## src/rtl/solver_dispatcher.sv

```systemverilog
// Raster-order pixel job scheduler feeding a bank of escape-time solvers with round-robin grants.
// Optional build macro DISPATCHER_PERF_EN adds a saturating frame cycle counter on perf_cycles.
module solver_dispatcher #(
    parameter int NUM_SOLVERS = 10,
    parameter int WIDTH       = 640,
    parameter int HEIGHT      = 480,
    parameter int CW          = 27
) (
    input  logic                   clock,
    input  logic                   reset,
    input  logic                   start,
    input  logic [CW-1:0]          min_x,
    input  logic [CW-1:0]          min_y,
    input  logic [CW-1:0]          dx,
    input  logic [CW-1:0]          dy,
    input  logic [NUM_SOLVERS-1:0] req,
    input  logic [NUM_SOLVERS-1:0] retire,
    output logic [NUM_SOLVERS-1:0] grant,
    output logic [9:0]             job_x,
    output logic [8:0]             job_y,
    output logic [18:0]            job_addr,
    output logic [CW-1:0]          job_cr,
    output logic [CW-1:0]          job_ci,
    output logic                   busy,
    output logic                   frame_done,
    output logic [31:0]            perf_cycles
);
    localparam int PW = $clog2(NUM_SOLVERS);
    localparam logic [9:0] LAST_X = 10'(WIDTH - 1);
    localparam logic [8:0] LAST_Y = 9'(HEIGHT - 1);

    typedef enum logic [1:0] {IDLE, DISPATCH, DRAIN, DONE} state_t;
    state_t r_state, w_state_nxt;

    logic                   [NUM_SOLVERS-1:0] r_inflight, r_grant;
    logic                   [PW-1:0]          r_ptr;
    logic                   [9:0]             r_x, r_job_x;
    logic                   [8:0]             r_y, r_job_y;
    logic                   [18:0]            r_addr, r_job_addr;
    logic signed            [CW-1:0]          r_cr, r_ci, r_job_cr, r_job_ci;
    logic signed            [CW-1:0]          r_min_x, r_dx, r_dy;

    logic [NUM_SOLVERS-1:0] w_eligible, w_grant_vec;
    logic [PW-1:0]          w_sel, w_idx, w_ptr_nxt;
    logic                   w_found, w_do_grant, w_last, w_accept, w_busy;
    int                     w_sum;

    // Round-robin search: first eligible solver at or after the pointer, wrapping.
    always_comb begin
        w_eligible = req & ~r_inflight & ~r_grant;
        w_found    = 1'b0;
        w_sel      = '0;
        w_sum      = 0;
        w_idx      = '0;
        for (int k = 0; k < NUM_SOLVERS; k++) begin
            w_sum = int'(r_ptr) + k;
            if (w_sum >= NUM_SOLVERS) w_sum = w_sum - NUM_SOLVERS;
            w_idx = PW'(w_sum);
            if (!w_found && w_eligible[w_idx]) begin
                w_found = 1'b1;
                w_sel   = w_idx;
            end
        end
        w_grant_vec = NUM_SOLVERS'(1) << w_sel;
        w_ptr_nxt   = (w_sel == PW'(NUM_SOLVERS - 1)) ? '0 : w_sel + 1'b1;
    end

    always_ff @(posedge clock or posedge reset) begin
        if (reset) r_state <= IDLE;
        else       r_state <= w_state_nxt;
    end

    always_comb begin
        w_state_nxt = r_state;
        w_accept    = 1'b0;
        w_do_grant  = 1'b0;
        w_last      = (r_x == LAST_X) && (r_y == LAST_Y);
        case (r_state)
            IDLE: begin
                w_accept = start;
                if (start) w_state_nxt = DISPATCH;
            end
            DISPATCH: begin
                w_do_grant = w_found;
                if (w_found && w_last) w_state_nxt = DRAIN;
            end
            DRAIN:   if (r_inflight == '0) w_state_nxt = DONE;
            default: w_state_nxt = IDLE;
        endcase
    end

    always_ff @(posedge clock or posedge reset) begin
        if (reset) begin
            r_inflight <= '0;
            r_grant    <= '0;
            r_ptr      <= '0;
            r_x        <= '0;
            r_y        <= '0;
            r_addr     <= '0;
            r_cr       <= '0;
            r_ci       <= '0;
            r_min_x    <= '0;
            r_dx       <= '0;
            r_dy       <= '0;
            r_job_x    <= '0;
            r_job_y    <= '0;
            r_job_addr <= '0;
            r_job_cr   <= '0;
            r_job_ci   <= '0;
        end else begin
            // Retire clears before the new grant sets, so both apply in one cycle.
            r_inflight <= (r_inflight & ~retire) | (w_do_grant ? w_grant_vec : '0);
            r_grant    <= w_do_grant ? w_grant_vec : '0;
            if (w_accept) begin
                r_min_x <= min_x;
                r_dx    <= dx;
                r_dy    <= dy;
                r_x     <= '0;
                r_y     <= '0;
                r_addr  <= '0;
                r_cr    <= min_x;
                r_ci    <= min_y;
            end
            if (w_do_grant) begin
                r_ptr      <= w_ptr_nxt;
                r_job_x    <= r_x;
                r_job_y    <= r_y;
                r_job_addr <= r_addr;
                r_job_cr   <= r_cr;
                r_job_ci   <= r_ci;
                r_addr     <= r_addr + 19'd1;
                if (r_x == LAST_X) begin
                    r_x  <= '0;
                    r_cr <= r_min_x;
                    r_y  <= r_y + 9'd1;
                    r_ci <= r_ci + r_dy;
                end else begin
                    r_x  <= r_x + 10'd1;
                    r_cr <= r_cr + r_dx;
                end
            end
        end
    end

    assign w_busy     = (r_state != IDLE);
    assign busy       = w_busy;
    assign frame_done = (r_state == DONE);
    assign grant      = r_grant;
    assign job_x      = r_job_x;
    assign job_y      = r_job_y;
    assign job_addr   = r_job_addr;
    assign job_cr     = r_job_cr;
    assign job_ci     = r_job_ci;

`ifdef DISPATCHER_PERF_EN
    logic [31:0] r_perf;

    always_ff @(posedge clock or posedge reset) begin
        if (reset)                             r_perf <= '0;
        else if (w_accept)                     r_perf <= '0;
        else if (w_busy && (r_perf != '1))     r_perf <= r_perf + 32'd1;
    end

    assign perf_cycles = r_perf;
`else
    assign perf_cycles = 32'd0;
`endif

endmodule

```

## config.mk

```make
export PLATFORM = sky130hd
export DESIGN_NAME = solver_dispatcher
export DESIGN_NICKNAME = d
export VERILOG_FILES = /design/src/rtl/solver_dispatcher.sv
export SDC_FILE = /design/constraint.sdc
export NUM_CORES = 1
export LEC_CHECK = 0
export CAP_MARGIN = 20
export CORE_MARGIN = 8
export CORE_UTILIZATION = 45
export CTS_BUF_LIST = sky130_fd_sc_hd__clkbuf_4
export DETAILED_ROUTE_END_ITERATION = 8
export PLACE_DENSITY = 0.68
export SLEW_MARGIN = 5
export SYNTH_ARGS = -nofsm -noshare
export SYNTH_HDL_FRONTEND = slang
export SYNTH_SLANG_ARGS = --single-unit
```

## constraint.sdc

```tcl
create_clock -name clock -period 14.9 [get_ports clock]
set_clock_uncertainty 0.15 [all_clocks]
set_input_delay 4.47 -clock clock [delete_from_list [all_inputs] [get_ports clock]]
set_output_delay 4.47 -clock clock [all_outputs]
set_load 0.005 [all_outputs]
```

---- Word level (Yosys, flattened, before mapping) ----
Cells that the tools add are included.
operators by class
  $add $sub $neg .......................... 25
  $lt $le $gt $ge ......................... 20
  eq/ne operators ......................... 9
  shift-type cells ........................ 1
  multiplexer cells ....................... 72
  bitwise logic cells ..................... 7
  reduce and logical (&&, ||, !) cells .... 25
operator list
  operator               count
  $mux 27                6
  $mux 4                 21
  $add 27x27->27         2
  $lt 4x5->1 const B     10
  $ge 5x4->1 const B     9
  $bmux 1 s4             10
  $mux 10                4
  $sub 4x4->4 const B    10
  $mux 19                2
  $and 10x10->10         3
  $not 10->10            3
  $mux 9                 3
  $mux 1                 22
  $add 4x3->5 const B    4
  $add 19x1->19 const B  1
  $logic_and 1x1->1      11
  $add 10x1->10 const B  1
  $add 4x2->5 const B    2
  $add 4x4->5 const B    2
  $eq 10x10->1 const B   1
  $logic_not 10->1       1
  $or 10x10->10          1
  $shl 1x4->10 const A   1
  $add 9x1->9 const B    1
  other kinds (14)       28
storage, ports and cells
  register bits ........................... 291
  input bits .............................. 131
  output and inout bits ................... 136
  logic and storage cells ................. 176

---- Longest topological paths before layout ----
  depth in word-level cells ............... 36
  gate-level depth with buffers ........... 21
  gate-level depth less buffers ........... 18

---- Worst setup path after synthesis ----
Ideal clock, no wire load.
  path kind ............................... input-to-reg
  from .................................... in req[9]
  to ...................................... reg r_ptr[2]
  library setup time ...................... 0.123 ns
  data arrival time ....................... 7.292 ns
  required time ........................... 14.627 ns
  setup slack ............................. 7.335 ns
  stages on the path ...................... 11
  path buffers ............................ 0
  cells stage by stage .................... or3b_2 -> mux2_2 -> mux2_2 -> mux2_2 -> o22ai_2 -> mux2_2 -> o21ai_0 -> a22o_1 -> nor2b_1 -> ha_1 -> o221a_2
between the ends
  word-level cells in the longest chain between the ends .. 34
  elaborated cells on any way between the ends .. 64
  those cells by class .................... 1 x add/sub; 1 x eq/ne; 42 x mux; 2 x bitwise; 18 x reduce/logical
ends and longest elaborated chain
  element                                    line  source
  start: declaration                         16    input logic [NUM_SOLVERS-1:0] req,
  $and 10x10->10 (*) (2 in series)           50    w_eligible = req & ~r_inflight & ~r_grant;
  $bmux 1 s4                                 59    if (!w_found && w_eligible[w_idx]) begin
  $mux 1 (implied by the code)               59
  $mux 1                                     59
  $logic_not 1->1                            59
  $logic_and 1x1->1                          59
  $mux 1                                     59
  $logic_not 1->1                            59
  [... 17 more ...]                          --
  $logic_not 1->1                            59
  $logic_and 1x1->1                          59
  $mux 1                                     59
  $logic_not 1->1                            59
  $logic_and 1x1->1                          59
  $mux 4                                     59
  $add 4x1->4 or $eq 4x4->1 (tied branches)  65    w_ptr_nxt = (w_sel == PW'(NUM_SOLVERS - 1)) ? '0 : w_sel + 1'b1;
  $mux 4                                     65
  end signal: assignment                     125   r_ptr <= w_ptr_nxt;
  end: declaration                           36    logic [PW-1:0] r_ptr;
Every way passes the cells marked *; elsewhere a longest branch is shown, timed or not. The select of a mux whose other input is x is not followed.
A chain may end at the register's enable or synchronous reset.

---- Worst setup path after layout ----
  from .................................... in req[9]
  to ...................................... reg r_addr[3]
between the ends
  word-level cells in the longest chain between the ends .. 34
  elaborated cells on any way between the ends .. 53
  those cells by class .................... 32 x mux; 2 x bitwise; 19 x reduce/logical
ends and longest elaborated chain
  element                                       line  source
  $and 10x10->10 (*) (2 in series)              50
  $bmux 1 s4                                    59
  $mux 1 (implied by the code)                  59
  $mux 1                                        59
  $logic_not 1->1                               59
  $logic_and 1x1->1                             59
  $mux 1                                        59
  $logic_not 1->1                               59
  [... 17 more ...]                             --
  $logic_not 1->1                               59
  $logic_and 1x1->1                             59
  $mux 1                                        59
  $logic_not 1->1                               59
  $logic_and 1x1->1                             59
  $mux 1 (*)                                    59
  $mux 1 (*)                                    78    case (r_state)
  $mux 19 or $reduce_bool 2->1 (tied branches)  --
  end signal: assignment                        131   r_addr <= r_addr + 19'd1;
  end: declaration                              39    logic [18:0] r_addr, r_job_addr;
Marked as above.

==> flow_metrics.tcl <==
set metrics [dict create \
    min_period_ns 8.59 \
    setup_tns_ns 0 \
    fin_nets 2550 \
    grt.total_usage_pct 22.4 \
    drt_iter0_drc 1217 \
    grt_antenna_before_repair 4 \
    leakage_nw 10.4 \
    layout_commonest_cell "nand2_1" \
    core_area_um2 38600 \
    worstSetupStartpointType "primary input" \
    die_area_um2 45800 \
    clkPwrFrac_pct 14.6 \
    ys.flop_type "dfrtp_1" \
    synth_seq_cells 291 \
    rsz0062_at_grt "no" \
    globalplace.congestion 0.916 \
    finalWirelength_um 52900 \
    cp_max_fo 83 \
    relSlewSlack_pct 28.6 \
    critPathRequiredTime_ns 15.32 \
    cap_viol_max_count 0 \
    arrival_ns 9.01 \
    cts_inserted_buffers 82 \
    viasPerCell 5.52 \
    drt-wirelength-per-cell_um 18.2 \
    placementRows 72 \
    htreeDepth 3 \
    syn_inst 2095 \
    setup_viol 0 \
    fin_crit_sh_pct 57.6 \
    seqPwrFrac_pct 21.6 \
    start_util_pct 45.6 \
    switching_share_pct 48.7 \
    dp_hpwl_um 37200 \
    port_buffers 234 \
    min-delay-start "job_y[5]" \
    outcome "finished clean" \
    crit_type "in -> reg" \
    cts_tree "built" \
    synth_edf_count 0 \
    globalRoute.totalOverflow 0 \
    synth_cell_types 107 \
    min_path_type "reg -> reg" \
    fmax_mhz 116 \
    p_sw_mw 2.54 \
    grt_pass1_wl_um 84800 \
    cts_resized 0 \
    timing.rr.start "r_ptr[2]" \
    power.density_nw_per_um2 245 \
    seq_area_frac_synth_pct 41.3 \
    die_w_um 214 \
    netlist_area_um2 17600 \
    r2r_end "r_addr[3]" \
    cp-startpoint "req[9]" \
    via_count 16055 \
    endpoint "r_addr[3]" \
    cts.clk_slew.worst_paths_ns 0.06 \
    p_comb_share_pct 63.8 \
    area_growth_pct 20.9 \
    endpoint_kind "register" \
    internal_power_mw 2.68 \
    hold_violations 0 \
    ys_async_sr_fraction_pct 100 \
    cts.path.max_buffers 3 \
    hold_buffers 0 \
    avgSynthCellArea_um2 8.42 \
    first_pass_iters 6 \
    final_cell_mix "635 x nand2_1, 291 x dfrtp_1, 234 x clkdlybuf4s50_1, 123 x nor2_1, 120 x clkbuf_4" \
    drcViolationCount 0 \
    cts.sinks 291 \
    first_global_vias 15898 \
    postCtsSetupBuffers 0 \
    grt_max_degree 182 \
    drv_slew 0 \
    die_h_um 214 \
    cts_root_buf "clkbuf_4" \
    utilization_pct 55.2 \
    reg2reg_depth 15 \
    rrSetupSlack_ns 8.39 \
    drive_gt1_share_pct 8.65 \
    ys_warn_count 0 \
    tightest_slew_ns 1.07 \
    irDropWorstVdd_v 0.000180 \
    io_pins 267 \
    ant_nets 0 \
    total_power_mw 5.22 \
    clk_latency_ns 0.77 \
]
[worst max-delay path, cell delays in order]
cell and delay (ns):
clkdlybuf4s50_1 0.45, or3b_2 0.45, mux2i_1 0.43, nand2_1 0.10, a311oi_1 0.41, or2_0 0.57
nor4_4 0.13, nand4_2 0.21, o21a_4 0.33, buf_4 0.33, buf_16 0.32, nor2_2 0.28
o21ai_0 0.27, o31ai_1 0.12
[how the worst min path moves through the flow]
stage,cells after the start,slack [ns],end
final,2,0.32,job_y[5]
after global placement,2,0.31,r_min_x[0]
after floorplan,2,0.30,r_min_x[0]
after CTS,2,0.32,job_cr[0]
after detailed placement,2,0.31,job_cr[18]
after global routing,2,0.34,job_y[5]
[Yosys cell counts (6+ instances only)]
master	n	area, um^2
nand2_1	636	2390
dfrtp_1	291	7280
nor2_1	124	465
o21ai_0	108	541
a21oi_1	83	415
ha_1	83	1040
inv_1	63	236
buf_2	43	215
a31oi_1	37	231
buf_4	37	278
xnor2_1	36	315
and3_1	33	206
clkbuf_1	32	120
nor3_1	32	160
mux2i_1	28	280
a211oi_1	27	203
a21o_1	27	203
nand3_1	24	120
nand2b_1	19	119
o21a_1	18	135
o31ai_1	18	135
xor2_1	16	140
o21bai_1	13	97.6
nand4_1	11	68.8
nor2b_1	11	68.8
nor3b_1	11	82.6
buf_1	10	37.5
mux2_2	10	113
o211ai_1	10	75.1
and2_1	9	56.3
nor4_1	9	56.3
or2_2	8	50.1
a221oi_1	7	61.3
o22ai_1	7	43.8
o31a_1	7	61.3
and2_0	6	37.5
o2111ai_1	6	52.6
o211a_1	6	60.1
or3_1	6	37.5
[power by group through the flow]
stage	Combinational, mW	Clock, mW	Sequential (mW)
2_1_floorplan	2.37	0	1.10
6_report	3.33	0.760	1.13
5_1_grt	3.66	0.830	1.15
4_1_cts	3.28	0.788	1.13
3_3_place_gp	3.23	0	1.13
3_5_place_dp	3.26	0	1.14
[routing by layer]
layer	track usage, %	vias up	share of wire [%]
met5	0	-	0.083
met4	7.57	6	2.2
met3	5.51	89	6.4
met2	34.9	485	46
met1	30.1	7787	46
li1	-	7688	-
[cell families (layout without fill, tap and decap cells)]
family                   Yosys count  in the layout  synth area share [%]
adder cells (fa/ha/maj)           86             86                  6.23
AO/OA/AOI/OAI                    449            449                  17.4
XOR/XNOR                          55             55                  2.86
flip-flops                       291            291                  41.3
AND/OR/NAND/NOR                  979            979                  24.3
multiplexers                      42             42                  2.67
other                              1             33                0.0213
buffers and inverters            192            458                  5.31
[state kept, by name, summed over array words and instances (netlist names)]
signal / flops
grant: 10
job_addr: 19
job_ci: 27
job_cr: 27
job_x: 10
job_y: 9
r_addr: 19
r_ci: 27
r_cr: 27
r_dx: 27
r_dy: 27
r_inflight: 10
r_min_x: 27
r_ptr: 4
r_state: 2
r_x: 10
r_y: 9
[stage by stage]
step / setup WS [ns] / hold WS [ns] / area, um^2 / instances
6_report: 6.31 / 0.321 / 21300 / 2911
2_1_floorplan: 2.25 / 0.296 / 17800 / 2126
5_1_grt: 6.11 / 0.343 / 21300 / 2911
4_1_cts: 5.99 / 0.322 / 21300 / 2908
3_5_place_dp: 5.19 / 0.312 / 20200 / 2765
3_3_place_gp: 5.33 / 0.308 / 20200 / 2765
[layout make-up]
cell class / count / area, um^2
fill: 3580 / 17300
multi-input combinational: 1643 / 9570
sequential: 291 / 7280
timing repair buffer: 249 / 2510
clock buffer: 120 / 901
tap: 518 / 648
inverter: 66 / 255
clock inverter: 23 / 158
antenna: 1 / 2.50
(Power assumes the default switching activity.)
